File: config.mk
export PLATFORM = sky130hd
export DESIGN_NAME = exec_sequencer_flat
export DESIGN_NICKNAME = d
export VERILOG_FILES = /design/src/rtl/exec_sequencer_if.sv /design/src/rtl/exec_sequencer.sv /design/src/flat_wrapper.sv
export SDC_FILE = /design/constraint.sdc
export NUM_CORES = 1
export LEC_CHECK = 0
export CORE_AREA = 2 2 49 51
export CTS_CLUSTER_DIAMETER = 100
export DETAILED_ROUTE_END_ITERATION = 10
export DIE_AREA = 0 0 51 53
export PLACE_DENSITY = 0.77
export SLEW_MARGIN = 0
export SYNTH_ARGS = -nofsm -noshare
export SYNTH_HDL_FRONTEND = slang
export SYNTH_SLANG_ARGS = --single-unit
File: constraint.sdc
create_clock -name clk -period 2.5 [get_ports clk]
set_clock_uncertainty 0.1 [all_clocks]
set_input_delay 0.625 -clock clk [delete_from_list [all_inputs] [get_ports clk]]
set_output_delay 0.625 -clock clk [all_outputs]
set_load 0.02 [all_outputs]
File: src/rtl/exec_sequencer_if.sv
// exec_sequencer_if: fetch/flag inputs and datapath control strobes of the sequencer
interface exec_sequencer_if;
   logic [3:0] instr;
   logic       c_flag, z_flag, mem_ready, halt_req;
   logic       loadIR, incPC, loadPC, loadA, loadFlags, loadOut;
   logic [2:0] fun;
   logic       csRAM, weRAM, oeALU, oeIN, oeOprnd;
   logic       phase, halted, mem_err;
   logic [1:0] state;
   modport master (
      input  instr, c_flag, z_flag, mem_ready, halt_req,
      output loadIR, incPC, loadPC, loadA, loadFlags, loadOut, fun,
             csRAM, weRAM, oeALU, oeIN, oeOprnd, phase, halted, mem_err, state
   );
   modport slave (
      output instr, c_flag, z_flag, mem_ready, halt_req,
      input  loadIR, incPC, loadPC, loadA, loadFlags, loadOut, fun,
             csRAM, weRAM, oeALU, oeIN, oeOprnd, phase, halted, mem_err, state
   );
endinterface

File: src/rtl/exec_sequencer.sv
// exec_sequencer: fetch/execute FSM with RAM wait states, timeout and halt for the 4-bit accumulator CPU
module exec_sequencer #(
   parameter int unsigned MAX_WAIT = 8
) (
   input logic              clk,
   input logic              reset,
   exec_sequencer_if.master bus
);
   typedef enum logic [1:0] {FETCH = 2'b00, EXEC = 2'b01, MEM_WAIT = 2'b10, HALTED = 2'b11} state_t;
   state_t     st;
   logic [7:0] cnt;
   logic       mem_err;
   logic       busy, mem_op, jmp_op, imm_op, taken, tmo, wr_a, wr_f;
   logic [2:0] fn;
   assign busy   = (st == EXEC) || (st == MEM_WAIT);
   assign mem_op = (bus.instr[1:0] == 2'b11) || (bus.instr == 4'b0110);
   assign jmp_op = bus.instr inside {4'b0000, 4'b0001, 4'b1000, 4'b1001, 4'b1100};
   assign imm_op = bus.instr inside {4'b0010, 4'b0100, 4'b1010, 4'b1110};
   assign taken  = bus.instr[2] | ((bus.instr[3] ? bus.z_flag : bus.c_flag) ^ bus.instr[0]);
   assign fn     = (bus.instr[3:1] == 3'b001) ? 3'b001 :
                   (bus.instr inside {4'b0100, 4'b0101, 4'b0110}) ? 3'b010 :
                   (bus.instr[3:1] == 3'b101) ? 3'b011 :
                   (bus.instr[3:1] == 3'b111) ? 3'b100 : 3'b000;
   assign wr_a   = fn inside {3'b010, 3'b011, 3'b100};
   assign wr_f   = fn inside {3'b001, 3'b011, 3'b100};
   assign tmo    = (st == MEM_WAIT) && !bus.mem_ready && (cnt == 8'(MAX_WAIT - 1));
   assign bus.phase   = busy;
   assign bus.halted  = st == HALTED;
   assign bus.mem_err = mem_err;
   assign bus.state   = st;
   // state, wait counter and sticky timeout flag
   always_ff @(posedge clk or posedge reset)
      if (reset) begin
         st      <= FETCH;
         cnt     <= 8'd0;
         mem_err <= 1'b0;
      end else if (st == FETCH)
         st <= bus.halt_req ? HALTED : EXEC;
      else if (st == HALTED)
         st <= bus.halt_req ? HALTED : FETCH;
      else if (st == EXEC) begin
         st  <= (mem_op && !bus.mem_ready) ? MEM_WAIT : FETCH;
         cnt <= 8'd0;
      end else begin
         st      <= (bus.mem_ready || tmo) ? FETCH : MEM_WAIT;
         cnt     <= bus.mem_ready ? cnt : cnt + 8'd1;
         mem_err <= mem_err | tmo;
      end
   // control strobes decoded from state, opcode, flags and mem_ready; all low during reset
   always_comb begin
      bus.loadIR    = 1'b0;
      bus.incPC     = 1'b0;
      bus.loadPC    = 1'b0;
      bus.loadA     = 1'b0;
      bus.loadFlags = 1'b0;
      bus.loadOut   = 1'b0;
      bus.fun       = 3'b000;
      bus.csRAM     = 1'b0;
      bus.weRAM     = 1'b0;
      bus.oeALU     = 1'b0;
      bus.oeIN      = 1'b0;
      bus.oeOprnd   = 1'b0;
      if (!reset && st == FETCH && !bus.halt_req) begin
         bus.loadIR = 1'b1;
         bus.incPC  = 1'b1;
      end else if (!reset && busy && mem_op) begin
         bus.csRAM     = 1'b1;
         bus.weRAM     = bus.instr == 4'b0111;
         bus.oeALU     = bus.instr == 4'b0111;
         bus.fun       = fn;
         bus.loadA     = bus.mem_ready & wr_a;
         bus.loadFlags = bus.mem_ready & wr_f;
         bus.incPC     = bus.mem_ready | tmo;
      end else if (!reset && st == EXEC) begin
         bus.loadPC    = jmp_op & taken;
         bus.incPC     = jmp_op & ~taken;
         bus.oeIN      = bus.instr == 4'b0101;
         bus.oeALU     = bus.instr == 4'b1101;
         bus.loadOut   = bus.instr == 4'b1101;
         bus.oeOprnd   = imm_op;
         bus.fun       = fn;
         bus.loadA     = wr_a;
         bus.loadFlags = wr_f;
      end
   end
   a_bus_excl: assert property (@(posedge clk) disable iff (reset)
      $onehot0({bus.oeALU, bus.oeIN, bus.oeOprnd, bus.csRAM & ~bus.weRAM}));
   a_pc_excl: assert property (@(posedge clk) disable iff (reset) !(bus.loadPC && bus.incPC));
endmodule

File: src/flat_wrapper.sv
// flat-port wrapper written by rule: the top's interface ports become plain ports
module exec_sequencer_flat 
#(
   parameter int unsigned MAX_WAIT = 8
)
  (clk, reset, bus_instr, bus_c_flag, bus_z_flag, bus_mem_ready, bus_halt_req, bus_loadIR, bus_incPC, bus_loadPC, bus_loadA, bus_loadFlags, bus_loadOut, bus_fun, bus_csRAM, bus_weRAM, bus_oeALU, bus_oeIN, bus_oeOprnd, bus_phase, bus_halted, bus_mem_err, bus_state);
  exec_sequencer_if bus_i ();
  input logic clk;
  input logic reset;
  input wire logic [$bits(bus_i.instr)-1:0] bus_instr;
  input wire logic [$bits(bus_i.c_flag)-1:0] bus_c_flag;
  input wire logic [$bits(bus_i.z_flag)-1:0] bus_z_flag;
  input wire logic [$bits(bus_i.mem_ready)-1:0] bus_mem_ready;
  input wire logic [$bits(bus_i.halt_req)-1:0] bus_halt_req;
  output wire logic [$bits(bus_i.loadIR)-1:0] bus_loadIR;
  output wire logic [$bits(bus_i.incPC)-1:0] bus_incPC;
  output wire logic [$bits(bus_i.loadPC)-1:0] bus_loadPC;
  output wire logic [$bits(bus_i.loadA)-1:0] bus_loadA;
  output wire logic [$bits(bus_i.loadFlags)-1:0] bus_loadFlags;
  output wire logic [$bits(bus_i.loadOut)-1:0] bus_loadOut;
  output wire logic [$bits(bus_i.fun)-1:0] bus_fun;
  output wire logic [$bits(bus_i.csRAM)-1:0] bus_csRAM;
  output wire logic [$bits(bus_i.weRAM)-1:0] bus_weRAM;
  output wire logic [$bits(bus_i.oeALU)-1:0] bus_oeALU;
  output wire logic [$bits(bus_i.oeIN)-1:0] bus_oeIN;
  output wire logic [$bits(bus_i.oeOprnd)-1:0] bus_oeOprnd;
  output wire logic [$bits(bus_i.phase)-1:0] bus_phase;
  output wire logic [$bits(bus_i.halted)-1:0] bus_halted;
  output wire logic [$bits(bus_i.mem_err)-1:0] bus_mem_err;
  output wire logic [$bits(bus_i.state)-1:0] bus_state;
  assign bus_i.instr = bus_instr;
  assign bus_i.c_flag = bus_c_flag;
  assign bus_i.z_flag = bus_z_flag;
  assign bus_i.mem_ready = bus_mem_ready;
  assign bus_i.halt_req = bus_halt_req;
  assign bus_loadIR = bus_i.loadIR;
  assign bus_incPC = bus_i.incPC;
  assign bus_loadPC = bus_i.loadPC;
  assign bus_loadA = bus_i.loadA;
  assign bus_loadFlags = bus_i.loadFlags;
  assign bus_loadOut = bus_i.loadOut;
  assign bus_fun = bus_i.fun;
  assign bus_csRAM = bus_i.csRAM;
  assign bus_weRAM = bus_i.weRAM;
  assign bus_oeALU = bus_i.oeALU;
  assign bus_oeIN = bus_i.oeIN;
  assign bus_oeOprnd = bus_i.oeOprnd;
  assign bus_phase = bus_i.phase;
  assign bus_halted = bus_i.halted;
  assign bus_mem_err = bus_i.mem_err;
  assign bus_state = bus_i.state;
  exec_sequencer #(.MAX_WAIT(MAX_WAIT)) u_core (.clk(clk), .reset(reset), .bus(bus_i));
endmodule
# After elaboration in Yosys (flattened, before gate mapping)

Cells that the tools add are included.

Input bits: 10
Output and inout port bits: 19
Bits in registers: 11
Logic and storage cells: 109

Equality and inequality tests: 25
Bitwise logic cells: 12
Reductions and logical operators: 23
Add/subtract/negate cells: 1
Mux-type cells: 45

Operator list:

| kind                                           | number |
|---|---|
| 2-to-1 mux 1 bit                               | 29 |
| == test 4 bit (second input constant)          | 6 |
| 2-to-1 mux 3 bit                               | 7 |
| == test 4 x 3 -> 1 bit (second input constant) | 4 |
| 2-to-1 mux 8 bit                               | 2 |
| 2-to-1 mux 2 bit                               | 7 |
| == test 3 bit (second input constant)          | 3 |
| nonzero test 3 bit                             | 3 |
| adder 8 x 1 -> 8 bit (second input constant)   | 1 |
| == test 8 x 3 -> 1 bit (second input constant) | 1 |
| logical AND 1 bit                              | 8 |
| == test 2 bit (second input constant)          | 3 |
| == test 3 x 1 -> 1 bit (second input constant) | 2 |
| == test 3 x 2 -> 1 bit (second input constant) | 2 |
| AND reduction 3 bit                            | 2 |
| nonzero test 5 bit                             | 1 |
| AND 1 bit                                      | 4 |
| == test 4 x 1 -> 1 bit (second input constant) | 1 |
| == test 4 x 2 -> 1 bit (second input constant) | 1 |
| logical NOT 4 bit                              | 1 |
| inverter 1 bit                                 | 4 |
| nonzero test 4 bit                             | 1 |
| logical NOT 1 bit                              | 3 |
| logical OR 1 bit                               | 3 |
| 5 further kinds                                | 7 |

# Longest topological paths before layout

Depth in word-level cells: 10
Depth in mapped cells: 6
Gate-level depth less buffers: 6

# Worst setup path after synthesis

OpenSTA, ideal clock, no wires.

Path type: register to output
Start: register u_core.st[0], in the netlist u_core.bus.state[0]
End: output bus_oeALU
Path slack: -509 ps
Arrival time: 2284 ps
Stages on the path, launching flop included: 7
Path buffers: 0
Data required time: 1775 ps
Path through: dfrtp_1 inv_1 ha_1 nand2b_1 nand2_1 nor4b_1 or2_1

Word-level cells in the longest chain between the ends: 6
Elaborated cells between the ends (all ways): 12
Those cells by class: 2 x eq/ne; 3 x mux; 7 x reduce/logical

Ends and longest elaborated chain:

| what                                                           | line                                       | source |
|---|---|---|
| start, declared                                                | exec_sequencer.sv:10                       | `state_t st;` |
| start signal, assigned                                         | exec_sequencer.sv:38                       | `st <= bus.halt_req ? HALTED : EXEC;` |
| start signal, assigned                                         | exec_sequencer.sv:40                       | `st <= bus.halt_req ? HALTED : FETCH;` |
| start signal, assigned                                         | exec_sequencer.sv:42                       | `st <= (mem_op && !bus.mem_ready) ? MEM_WAIT : FETCH;` |
| == test 2 x 1 -> 1 bit / == test 2 bit (equally long branches) | exec_sequencer.sv:15, exec_sequencer.sv:74 |  |
| logical OR 1 bit                                               | exec_sequencer.sv:15                       | `assign busy = (st == EXEC) \|\| (st == MEM_WAIT);` |
| logical AND 1 bit (2 in a row)                                 | exec_sequencer.sv:66                       | `end else if (!reset && busy && mem_op) begin` |
| 2-to-1 mux 1 bit                                               | exec_sequencer.sv:66                       |  |
| 2-to-1 mux 1 bit *                                             | exec_sequencer.sv:63                       | `if (!reset && st == FETCH && !bus.halt_req) begin` |
| end, declared                                                  | flat_wrapper.sv:24                         | `output wire logic [$bits(bus_i.oeALU)-1:0] bus_oeALU;` |

Every way passes the cells marked *; elsewhere a longest branch is shown, timed or not.

# Worst setup path in the final report

Start: input bus_instr[3]
End: output bus_fun[2]

Word-level cells in the longest chain between the ends: 8
Elaborated cells between the ends (all ways): 16
Those cells by class: 6 x eq/ne; 7 x mux; 3 x reduce/logical

Ends and longest elaborated chain:

| what               | line                 | source |
|---|---|---|
| start, declared    | flat_wrapper.sv:10   | `input wire logic [$bits(bus_i.instr)-1:0] bus_instr;` |
| == test 3 bit      | exec_sequencer.sv:23 | `(bus.instr[3:1] == 3'b111) ? 3'b100 : 3'b000;` |
| 2-to-1 mux 3 bit   | exec_sequencer.sv:23 |  |
| 2-to-1 mux 3 bit   | exec_sequencer.sv:22 | `(bus.instr[3:1] == 3'b101) ? 3'b011 :` |
| 2-to-1 mux 3 bit   | exec_sequencer.sv:21 | `(bus.instr inside {4'b0100, 4'b0101, 4'b0110}) ? 3'b010 :` |
| 2-to-1 mux 3 bit   | exec_sequencer.sv:20 | `assign fn = (bus.instr[3:1] == 3'b001) ? 3'b001 :` |
| 2-to-1 mux 3 bit   | exec_sequencer.sv:74 | `end else if (!reset && st == EXEC) begin` |
| 2-to-1 mux 3 bit * | exec_sequencer.sv:66 |  |
| 2-to-1 mux 3 bit * | exec_sequencer.sv:63 |  |
| end, declared      | flat_wrapper.sv:21   | `output wire logic [$bits(bus_i.fun)-1:0] bus_fun;` |

Marked as above.

==> results.ini <==
[cts]
clk_pin_slew_ns = 0.07
clockRootBuffer = clkbuf_4
clk_path_buf_depth = 2
ctsHoldBuffers = 0
cts_made_buffers = 3
htreeDepth = 1
clk-insertion-delay-late_ns = 0.27
clkSinkCount = 11
cts_tree = done

[drt]
drt_iter0_drc = 17
wl_per_cell_um = 16.5
drc = 0
num_vias = 1208
routed_via_density = 5.59
ant_nets = 0
wirelength_um = 3560
first_pass_iters = 4

[synthesis]
ys_seq_elements = 11
netlist_instances = 113
synth_area_um2 = 968
synth-async-reset-ratio_pct = 100
synth_top_area_share_pct = 28.4
yosysWarnings = 0
post_synth_num_cell_types = 41
synth_top_area_cell = dfrtp_1
ys.flop_type = dfrtp_1
syn_nets = 129
yosysSeqAreaShare_pct = 28.4
synth_edf_count = 0
avgSynthCellArea_um2 = 8.57
synth.area.top_cells = dfrtp_1, ha_1, nand2_1, mux2i_1, o21ai_0

[timing]
fmax_ghz = 0.392
slew_violations = 0
tightestPinTransition_ns = 0.331
hold_violations = 0
fin_crit_ns = 2.55
finalSetupViolations = 3
setup_tns_ns = -0.129
timing.hold.ws_ns = 0.364
finalWorstSetupSlack_ns = -0.0542
relSlewSlack_pct = 77.6
period_share_pct = 102
rsz0062_at_grt = true

[cells_and_area]
instances_no_fill = 216
area_growth_syn_to_layout_pct = 81.4
fin_util_pct = 81.8
fin_nets = 205
seqCellArea_um2 = 275
drive_gt1_share_pct = 51.1
multi_input_area_um2 = 805
finish.instance_area_mm2 = 0.00176
antenna_cells = 0
fillers = 129

[critical_path]
required_ns = 1.77
cp.arrival_ns = 1.83
start_kind = input pin
worstSetupEndpointType = output pin
worst-path-max-fanout = 5
critical_path_class = input pin to output pin

[power_and_ir_drop]
power.density_mw_per_mm2 = 882
vdd_drop_max_uv = 887
power.leakage_nw = 0.851
p_total_mw = 1.55

[status]
violations = negative setup slack
status = finished, violations left

[place]
gp_congestion = 0.882
dp_hpwl_um = 2360
port_buffers = 28
placed_cell_area_mm2 = 0.00157
dp.cells = 200
post-place-ws_ns = -0.871

[floorplan]
dieArea_mm2 = 0.00270
ios = 29
fp.dieH_um = 53
die_w_um = 51
core_area_mm2 = 0.00215
start_util_pct = 45.1
fp-row-count = 17

[global_routing]
grt_use_met2_pct = 53.9
grt_pass1_wl_um = 5590
grt_overflow = 0
grt_max_degree = 11
gr-usage-all-layers_pct = 27.7
antenna_found_initial = 0
gr-usage-met1_pct = 32.2
grt_use_met3_pct = 2.54
grt_pass1_vias = 1216
grt_busiest_layer = met2

[min_path]
hold_path.class = flip-flop to flip-flop

[flow_run]
max-cap-violations = 0

-- layout make-up --
type / count / area share, %
multi-input combinational: 93 / 45.8
sequential: 11 / 15.7
tap: 28 / 1.99
clock buffer: 4 / 1.50
inverter: 4 / 0.855
timing repair buffer: 76 / 34.2
-- timing repair --
item	4_1_cts	5_1_grt
gates resized for setup	105	18
pin swaps	7	9
buffers inserted	10	2
setup endpoints to repair	14	13
-- cells by family after synthesis --
| group | after synthesis | synth area share, % |
|---|---|---|
| AO/OA/AOI/OAI | 26 | 19.5 |
| XOR/XNOR | 3 | 2.71 |
| adder cells (fa/ha/maj) | 6 | 7.75 |
| buffers and inverters | 9 | 4.91 |
| flip-flops | 11 | 28.4 |
| multiplexers | 5 | 5.81 |
| AND/OR/NAND/NOR | 53 | 30.9 |
-- sequential cells by signal (all words and copies together), names as in the netlist --
| name | count |
|---|---|
| u_core.cnt | 8 |
| u_core.bus.mem_err | 1 |
| u_core.bus.state | 2 |
-- synth_stat cells, types with 2 or more instances --
library cell / instances
dfrtp_1: 11
mux2i_1: 3
nor2b_1: 3
and3_1: 2
or2_1: 2
nor2_1: 7
a21o_1: 3
nor3_1: 5
xnor2_1: 3
inv_1: 4
o21ai_1: 3
o21ai_0: 6
ha_1: 6
nor4_2: 2
nand2_1: 15
o41ai_1: 2
nor3b_1: 2
a21oi_1: 3
nand2b_1: 3
buf_2: 2
nand3_1: 4
nor4_1: 3
-- power by group --
group | internal [mW] | switching [mW]
combinational | 0.559 | 0.564
sequential | 0.242 | 0.0565
clock | 0.0619 | 0.0648
total | 0.863 | 0.686
-- path summary, 6_finish.rpt --
check | from | endpoint | slack [ns] | cells after the start
min in group asynchronous | reset | u_core.cnt[1] | 0.49 | 4
hold / removal | u_core.bus.mem_err | u_core.bus.mem_err | 0.36 | 1
setup / recovery | bus_instr[3] | bus_fun[2] | -0.05 | 7
setup reg to reg | u_core.bus.state[1] | u_core.bus.state[1] | 0.37 | 8
hold reg to reg | u_core.bus.mem_err | u_core.bus.mem_err | 0.36 | 1
max in group asynchronous | reset | u_core.cnt[4] | 1.68 | 4
-- critical path, cell delays in order --
cell	delay [ns]
buf_8	0.11
buf_6	0.11
nor2b_4	0.13
o2111ai_4	0.17
buf_4	0.19
a2111oi_4	0.29
buf_4	0.20
-- placed cells by master, fill, tap and decap left out, types with 3 or more instances in the layout --
cell	netlist	routed
ha_1	6	4
o21ai_1	3	3
buf_4	1	50
inv_2	0	3
clkbuf_4	0	3
clkdlybuf4s50_1	0	4
o21ai_0	6	6
a21o_1	3	3
dfrtp_1	11	11
nor2_1	7	7
nand3_1	4	4
nor3_1	5	4
buf_6	1	5
nand2_1	15	14
nor2b_4	1	3
xnor2_1	3	3
buf_2	2	10
a21oi_1	3	3
-- routing by layer --
metal | vias up | part of all wire, %
met1 | 588 | 41
met4 | 0 | 1.3
met3 | 8 | 4.4
met2 | 52 | 53
met5 | - | 0
li1 | 560 | -
(Power assumes the default switching activity.)
